**config.mk**
```make
export PLATFORM = sky130hd
export DESIGN_NAME = flag_branch_reg
export DESIGN_NICKNAME = d
export VERILOG_FILES = /design/src/rtl/flag_branch_reg_pkg.sv /design/src/rtl/flag_branch_reg_cond_eval.sv /design/src/rtl/flag_branch_reg.sv
export SDC_FILE = /design/constraint.sdc
export NUM_CORES = 1
export LEC_CHECK = 0
export ABC_AREA = 1
export CAP_MARGIN = 20
export CORE_MARGIN = 8
export CORE_UTILIZATION = 40
export CTS_BUF_LIST = sky130_fd_sc_hd__clkbuf_4
export CTS_CLUSTER_SIZE = 40
export DETAILED_ROUTE_END_ITERATION = 10
export PLACE_DENSITY_LB_ADDON = 0.3
export SLEW_MARGIN = 20
export SYNTH_ARGS = -nofsm -noshare
export SYNTH_HDL_FRONTEND = slang
export SYNTH_HIERARCHICAL = 1
export SYNTH_SLANG_ARGS = --single-unit
```
**constraint.sdc**
```tcl
create_clock -name clk -period 1.35 [get_ports clk]
set_input_delay 0.3375 -clock clk [delete_from_list [all_inputs] [get_ports clk]]
set_output_delay 0.3375 -clock clk [all_outputs]
set_load 0.05 [all_outputs]
```
**src/rtl/flag_branch_reg_pkg.sv**
```systemverilog
// Shared definitions for the flag/branch EX->MEM stage: flag bit positions,
// branch condition codes, opcode constants and the registered MEM record.
package flag_branch_reg_pkg;

  localparam int FLAG_Z = 2;
  localparam int FLAG_V = 1;
  localparam int FLAG_N = 0;

  typedef enum logic [2:0] {
    COND_NEQ    = 3'b000,
    COND_EQ     = 3'b001,
    COND_GT     = 3'b010,
    COND_LT     = 3'b011,
    COND_GTE    = 3'b100,
    COND_LTE    = 3'b101,
    COND_OVFL   = 3'b110,
    COND_UNCOND = 3'b111
  } cond_e;

  typedef enum logic [3:0] {
    OP_NOP  = 4'h0,
    OP_ADD  = 4'h1,
    OP_SUB  = 4'h2,
    OP_AND  = 4'h3,
    OP_OR   = 4'h4,
    OP_XOR  = 4'h5,
    OP_NOT  = 4'h6,
    OP_SHL  = 4'h7,
    OP_SHR  = 4'h8,
    OP_CMP  = 4'h9,
    OP_LDI  = 4'hA,
    OP_LD   = 4'hB,
    OP_ST   = 4'hC,
    OP_BR   = 4'hD,
    OP_JMP  = 4'hE,
    OP_HALT = 4'hF
  } opcode_e;

  typedef struct packed {
    logic        valid;
    logic [15:0] alu_out;
    logic [3:0]  dst;
    logic        wr_en;
    logic        br_taken;
  } mem_stage_t;

  localparam mem_stage_t MEM_RESET = '{valid: 1'b0, alu_out: 16'h0000, dst: 4'h0,
                                       wr_en: 1'b0, br_taken: 1'b0};

endpackage

```
**src/rtl/flag_branch_reg_cond_eval.sv**
```systemverilog
// Branch condition evaluator: maps a condition code and {Z,V,N} to taken/not-taken.
module cond_eval
  import flag_branch_reg_pkg::*;
(
  input  logic [2:0] flags,
  input  logic [2:0] cond,
  output logic       true
);

  logic z, v, n;
  assign z = flags[FLAG_Z];
  assign v = flags[FLAG_V];
  assign n = flags[FLAG_N];

  always_comb begin
    // NOTE: default assigned before the case so no path leaves 'true' unassigned (no latch).
    true = 1'b0;
    case (cond_e'(cond))
      COND_NEQ:    true = ~z;
      COND_EQ:     true = z;
      COND_GT:     true = ~z & ~n;
      COND_LT:     true = n;
      COND_GTE:    true = z | (~z & ~n);
      COND_LTE:    true = n | z;
      COND_OVFL:   true = v;
      COND_UNCOND: true = 1'b1;
      default:     true = 1'b0;
    endcase
  end

endmodule

```
**src/rtl/flag_branch_reg.sv**
```systemverilog
// EX->MEM pipeline register with the architectural {Z,V,N} flag register and
// a combinational branch decision based on flags from older instructions only.
module flag_branch_reg
  import flag_branch_reg_pkg::*;
(
  input  logic        clk,
  input  logic        rst_n,
  input  logic        stall,
  input  logic        flush,
  input  logic        ex_valid,
  input  logic [15:0] ex_alu_out,
  input  logic [2:0]  ex_flags,
  input  logic [2:0]  ex_flag_en,
  input  logic [3:0]  ex_dst,
  input  logic        ex_wr_en,
  input  logic        ex_is_branch,
  input  logic [2:0]  ex_cond,
  output logic [2:0]  flags_q,
  output logic        br_taken,
  output logic        mem_valid,
  output logic [15:0] mem_alu_out,
  output logic [3:0]  mem_dst,
  output logic        mem_wr_en,
  output logic        mem_br_taken
);

  logic       adv;
  logic       bubble;
  logic       cond_true;
  logic [2:0] flag_mask;
  mem_stage_t mem_q;

  assign adv       = ex_valid & ~stall & ~flush;
  // Flush wins over stall; an empty EX slot only bubbles when the stage is moving.
  assign bubble    = flush | (~ex_valid & ~stall);
  assign flag_mask = {3{adv}} & ex_flag_en;

  cond_eval u_cond_eval (
    .flags (flags_q),
    .cond  (ex_cond),
    .true  (cond_true)
  );

  assign br_taken = ex_valid & ex_is_branch & cond_true & ~flush;

  always_ff @(posedge clk or negedge rst_n) begin
    if (!rst_n) begin
      flags_q <= 3'b000;
    end else begin
      // NOTE: non-blocking assignment for all sequential state avoids read/write races between blocks.
      flags_q <= (flags_q & ~flag_mask) | (ex_flags & flag_mask);
    end
  end

  // Bubbles clear only the control bits; payload keeps its stale value.
  always_ff @(posedge clk or negedge rst_n) begin
    if (!rst_n) begin
      mem_q <= MEM_RESET;
    end else if (bubble) begin
      mem_q.valid    <= 1'b0;
      mem_q.wr_en    <= 1'b0;
      mem_q.br_taken <= 1'b0;
    end else if (adv) begin
      mem_q.valid    <= 1'b1;
      mem_q.alu_out  <= ex_alu_out;
      mem_q.dst      <= ex_dst;
      mem_q.wr_en    <= ex_wr_en;
      mem_q.br_taken <= br_taken;
    end
  end

  assign mem_valid    = mem_q.valid;
  assign mem_alu_out  = mem_q.alu_out;
  assign mem_dst      = mem_q.dst;
  assign mem_wr_en    = mem_q.wr_en;
  assign mem_br_taken = mem_q.br_taken;

endmodule
```
# Word level (Yosys, flattened, before mapping)
# Index checks and enable logic that the tools add are counted.
[word_totals]
ff_bits = 26
out_inout_bits = 27
word_cells = 41
[op_classes]
n_eq_ne = 7
mux = 4
n_bitwise = 21
n_reduce_logical = 3
[op_table]
columns = ["cell", "count"]
rows = [
  ["2-to-1 mux 23 bit", 1],
  ["equality test 3 bit, second input constant", 4],
  ["bitwise AND 3 bit", 3],
  ["case mux 1 bit (8 select lines)", 1],
  ["bitwise AND 1 bit", 7],
  ["equality test 3 x 2 -> 1 bit, second input constant", 2],
  ["inverter 1 bit", 6],
  ["equality test 3 x 1 -> 1 bit, second input constant", 1],
  ["zero test 3 bit", 1],
  ["inverter 3 bit", 1],
  ["OR 1 bit", 3],
  ["OR 3 bit", 1],
  ["2-to-1 mux 2 bit", 1],
  ["AND reduction 2 bit", 1],
  ["nonzero test 2 bit", 1],
  ["2-to-1 mux 1 bit", 1],
]

# Longest topological paths before layout
# Gate-level depths: netlist of run 1.
[logic_depth]
ltp_word = 8
depth_mapped = 8

# By module
# Netlist of run 1, hierarchy kept.
[by_module_without_submodules]
columns = ["module", "instances", "cells_per_inst", "area_per_inst_um2", "seq_area_each_um2"]
rows = [
  ["flag_branch_reg", 1, 119, 1081.0, 650.6],
  ["cond_eval", 1, 19, 76.3, 0.0],
]

# Worst setup path before layout of run 1
# No wires, ideal clock.
[synth_timing]
kind = "reg-to-output"
start = "register (tool-made name)"
end = "output port br_taken"
t_arrival_ns = 1.726
t_required_ns = 1.013
slack_ns = -0.713
path_stages_with_launch = 9
path_buffers = 0
cell_sequence = "dfrtp_1 -> inv_1 -> nor2_1 -> nor2_1 -> nand2_1 -> nand2_1 -> nand2_1 -> nand3_1 -> nor2_1"
[synth_lines]
columns = ["item", "line_no", "text"]
rows = [
  ["end: declaration", "flag_branch_reg.sv:19", "output logic br_taken,"],
]

==> metrics.txt, run 1 <==
status=finished, violations left; failing checks=setup timing; CTS Sinks=26; max-slew violations=0; Worst-path clk slew=150 ps; largest net degree at the start of global routing=31; sequential fraction of the synthesis area=56.22%; Fin. Hold Viols=0; CP startpoint kind=flop; #FFs+latches synth=26; drt pass-1 iters=4; Netlist cell types=15; largest area contributor in the netlist=dfrtp_1; drt drc=0; clock buffer depth=2; Worst-Skew Late Latency=330 ps; initial antenna violation count=0; leakage=0.001119 uW; Max Fclk=0.5242 GHz; Worst VDD drop=1297 uV; ant diodes=0; Finished Cell Area=0.002282 sq mm; top-count cell post-synth=nand2_1; ys flop type=dfrtp_1; ys async rst share=100.0%; Crit path max-delay family=simple AND/OR/NAND/NOR gates; synthesized instance count=138; cell area after placement=0.002181 sq mm; via/cell ratio=5.041; critical path, cell by cell=nor2_2 -> nand2_1 -> nor2_2 -> nor2_1 -> nand2_1 -> nand3_2 -> nor2_4 -> buf_12; DRT iter0 DRCs=61; Worst Hold Class=in2async; first-pass GRT wire length=6203 um; arrival time at the worst endpoint=1570 ps; Worst-Margin Slew=188.5 ps; RSZ-0062 raised after global routing=true; CP endpoint kind=primary output; Pwr Total=2907 uW; P&R area growth vs syn=97.19%; Crit path depth=8; delay of the slowest cell on the worst path=460 ps; CTS tree=yes; dominant cells by area after synthesis=dfrtp_1 56%, nand2_1 18%, nand3_1 11%, nand4_1 3.2%, nor2_1 2.6%; Starting Density=41.97%; CTS buffer count=3; Final ANT Viol Nets=0; post-DP HPWL=2900 um; I/O pins=63; Std-Cell Rows=19; Worst R2R Path Depth=9; Root Driver=clkbuf_4; Layout Nets=249; Setup CP Type=reg2out; vias=1225; Synthesis Warnings=6; Worst EP required=1010 ps; H-tree depth=1; list of most frequent post-synthesis cells=55 x nand2_1, 26 x dfrtp_1, 25 x nand3_1; Buffers & Inverters on Critical Path=1; post-layout min period=1908 ps; share of the synthesized area in the top cell type=56.22%; gp weighted congestion=0.7625; syn nets=174; post-DR wirelength/cell=15.41 um; slowest cell on the critical path=dfrtp_2; Post-Syn Area=0.001157 sq mm; synthesized area per cell=8.387 sq um; port bufs=62; number of flops mapped to enable cells by yosys=0; die width=69.79 um; Fin Hold WS=343.6 ps; total of max-cap violations=0; share of cells above drive strength 1=27.83%; PnR worst setup slack=-557.8 ps; GRT Util Overall=15.24%; core area=0.002758 sq mm; DRT Wirelength=3744 um; die area=0.004871 sq mm; Slew HR=87.44%; grt ovf=0; vias in the first global route=1347; die height=69.79 um; setup violators final=5; CTS Hold Buffers Added=0; Power Dens Cells=1274 mW/mm^2; final worst-path cycle share=141.3%; CP Max Fanout=4; clock skew=10.08 ps
## layout by cell type (no fill, tap or decap)
cell,n
nand2_1,55
clkdlybuf4s50_1,32
buf_12,30
nand3_1,24
dfrtp_1,23
buf_4,8
nand4_1,6
inv_1,4
buf_6,4
nor2_1,4
dfrtp_2,3
clkbuf_4,3
nor2_2,3
nor2_4,2
inv_2,2
dlygate4sd2_1,2
nand3_2,1
nand2_2,1
o21ai_2,1
bufinv_16,1
dlymetal6s2s_1,1
nand3b_1,1
o21ai_0,1
## routing by layer
metal | GRT usage, % | vias up | part of all wire [%]
li1 | - | 594 | -
met1 | 15.97 | 579 | 38
met2 | 27.61 | 42 | 53
met3 | 5.007 | 10 | 6.6
met4 | 5.134 | 0 | 2.5
met5 | 0 | - | 0
## per-stage QoR
step / setup slack, ps / cells / setup TNS, ps / utilization (%)
floorplan: -221.4 / 138 / -221.4 / -
global placement: -543.9 / 236 / -5188 / 79.08
detailed placement: -684.7 / 236 / -5752 / 79.08
CTS: -562.9 / 242 / -774.3 / 81.90
global route: -636.2 / 243 / -1045 / 82.76
finish: -557.8 / 243 / -803.7 / 82.76
## cell families (layout without fill, tap and decap cells)
| logic type | after synthesis | in the layout | synth area share [%] |
|---|---|---|---|
| simple gates | 97 | 97 | 36.65 |
| flops | 26 | 26 | 56.22 |
| buf+inv | 13 | 87 | 6.269 |
| compound gates | 2 | 2 | 0.8649 |
## timing repair
item                       in CTS  in global routing
buffers inserted                2                  2
setup endpoints to repair       5                  5
pin swaps                       3                  4
gates resized for setup         7                  6
## area by class of cell
class                           instances  area [sq um]
Clock buffer                            3         22.52
Clock inverter                          1         30.03
Fill cell                             176         475.5
Inverter                                6         22.52
Multi-Input combinational cell         99         457.9
Sequential cell                        26         654.4
Tap cell                               31         38.79
Timing Repair Buffer                   77          1056
## worst paths after layout
kind                                         endpoint  slack (ps)   from
min in group clk                                 flop         550   flop
min                                    mem_alu_out[2]         340  rst_n
min reg2reg                                      flop         550   flop
max reg2reg                              mem_br_taken         -80   flop
max                                          br_taken        -560   flop
max in group asynchronous  asynchronous set/reset pin         840  rst_n
## where the power goes
part | total (uW) | switching, uW | internal [uW]
Combinational | 1350 | 678 | 670
Sequential | 1030 | 128 | 897
Clock | 533 | 233 | 300
Total | 2910 | 1040 | 1870
No activity file was read; power rests on OpenSTA's default activity.
==> run 2: changes to the inputs <==
Settings changed: RECOVER_POWER set to 50.
==> run 2 against run 1 <==
Net effect:
- the flow still finishes with violations (setup timing)
- non-clock buffer count unchanged
- total power decreased by 2.3%
- clock power about the same
- routed wire length increased by 0.69%
- sequential cell count unchanged
- critical path depth unchanged
- global-route usage unchanged
- worst hold slack improved by 140 ps
- clock skew about the same
- first-iteration DRC count increased by 36%
- worst setup slack about the same
- critical path type unchanged
- critical endpoint unchanged
- highest routed layer unchanged
==> metrics.txt, run 2 (same netlist as run 1, synthesis figures left out) <==
Worst VDD drop=1294 uV; vias in the first global route=1347; grt ovf=0; post-DR wirelength/cell=15.51 um; Worst Hold Class=reg2reg; Setup CP Type=reg2out; PnR worst setup slack=-557.8 ps; CTS buffer count=3; switching part of the total=36.17%; arrival time at the worst endpoint=1570 ps; worst hold path startpoint=mem_dst[2]; Buffers & Inverters on Critical Path=1; Clk pwr share=18.8%; leading cell type in the layout, fill and taps excluded=nand2_1; failing checks=setup timing; CTS tree=yes; Worst R2R Path Depth=9; ant diodes=0; clock skew=10.03 ps; status=finished, violations left; Worst Hold End=mem_dst[2]; slowest cell on the critical path=dfrtp_2; CTS Hold Buffers Added=0; Worst-Skew Late Latency=320 ps; via/cell ratio=5.012; P&R area growth vs syn=89.30%; Root Driver=clkbuf_4; Fin Hold WS=488.4 ps; largest net degree at the start of global routing=31; share of cells above drive strength 1=27.36%; initial antenna violation count=0; drt pass-1 iters=4; post-DP HPWL=2900 um; total of max-cap violations=0; Filler cells=188; sequential power share=35.7%; Power Dens Cells=1297 mW/mm^2; setup violators final=5; DRT iter0 DRCs=83; Layout Nets=249; Crit path depth=8; critical path, cell by cell=nor2_2 -> nand2_1 -> nor2_2 -> nor2_1 -> nand2_1 -> nand3_2 -> nor2_4 -> buf_12; RSZ-0062 raised after global routing=true; port bufs=62; H-tree depth=1; switching power=1028 uW; clock buffer depth=2; gp weighted congestion=0.7625; core area=0.002758 sq mm; Final ANT Viol Nets=0; Std-Cell Rows=19; die width=69.79 um; Setup Total Neg Slack=-803.6 ps; Max Fclk=0.5242 GHz; Starting Density=41.97%; Worst-path clk slew=130 ps; hold depth=2; delay of the slowest cell on the worst path=460 ps; FF-to-FF End=mem_br_taken; first-pass GRT wire length=6203 um; die height=69.79 um; DRT Wirelength=3770 um; cell area after placement=0.002181 sq mm; CP Max Fanout=4; Fin. Hold Viols=0; CP endpoint kind=primary output; I/O pins=63; most frequent cells in the layout=56 x nand2_1, 31 x clkdlybuf4s50_1, 24 x nand3_1; Gate power share=45.5%; Worst-Margin Slew=626.3 ps; CTS Sinks=26; P_int=1814 uW; Pwr Total=2842 uW; drt drc=0; Worst EP required=1010 ps; Crit path max-delay family=simple AND/OR/NAND/NOR gates; GRT Util Overall=15.24%; CP startpoint kind=flop; leakage=0.001088 uW; max-slew violations=0; vias=1218; post-layout util=79.45%; flop-to-flop setup slack=-80 ps; final worst-path cycle share=141.3%; Finished Cell Area=0.002191 sq mm; Slew HR=58.25%; die area=0.004871 sq mm; post-layout min period=1908 ps
run 2: worst max-delay path by stage:
stage | to | slack (ps)
floorplan | br_taken | -220
global placement | br_taken | -540
detailed placement | br_taken | -680
CTS | br_taken | -560
global route | br_taken | -640
finish | br_taken | -560
run 2: cell type report:
type | count | area, sq um | area share [%]
repair buffers | 77 | 967.2 | 44.15
clock inverters | 1 | 30.03 | 1.371
multi-input cells | 99 | 455.4 | 20.79
flip-flops and latches | 26 | 654.4 | 29.87
well taps | 31 | 38.79 | 1.770
inverters | 6 | 22.52 | 1.028
clock buffers | 3 | 22.52 | 1.028
run 2: power groups by stage:
stage,clock (uW),combinational [uW],sequential [uW]
floorplan,0,169,1390
global placement,0,1300,1030
global route,569,1360,1030
detailed placement,0,1320,1040
finish,533,1290,1020
CTS,537,1350,1020
run 2: worst register-to-register path: cells and delay by family, from the launching register on:
kind	cells	cell delay, ps
and+or+nand+nor	6	520
DFF	1	460
buffers and inverters	2	270
AOI/OAI and AO/OA	1	130
run 2: timing repair:
item,in CTS,in global routing
cloned,0,0
gates resized for setup,7,6
buffers inserted,2,2
pin swaps,3,4
endpoints found under the setup margin,5,5
run 2: routing by layer:
| metal | wire length, um | part of all wire (%) | global-route usage, % | up-vias |
|---|---|---|---|---|
| li1 | - | - | - | 594 |
| met1 | 1467 | 39 | 15.97 | 576 |
| met2 | 1995 | 53 | 27.61 | 38 |
| met3 | 214 | 5.7 | 5.007 | 10 |
| met4 | 92 | 2.4 | 5.134 | 0 |
| met5 | 0 | 0 | 0 | - |
run 2: stage by stage:
step | std cells | worst slack (ps)
4_1_cts | 242 | -562.9
5_1_grt | 243 | -636.2
2_1_floorplan | 138 | -221.4
3_3_place_gp | 236 | -543.9
3_5_place_dp | 236 | -684.7
6_report | 243 | -557.8
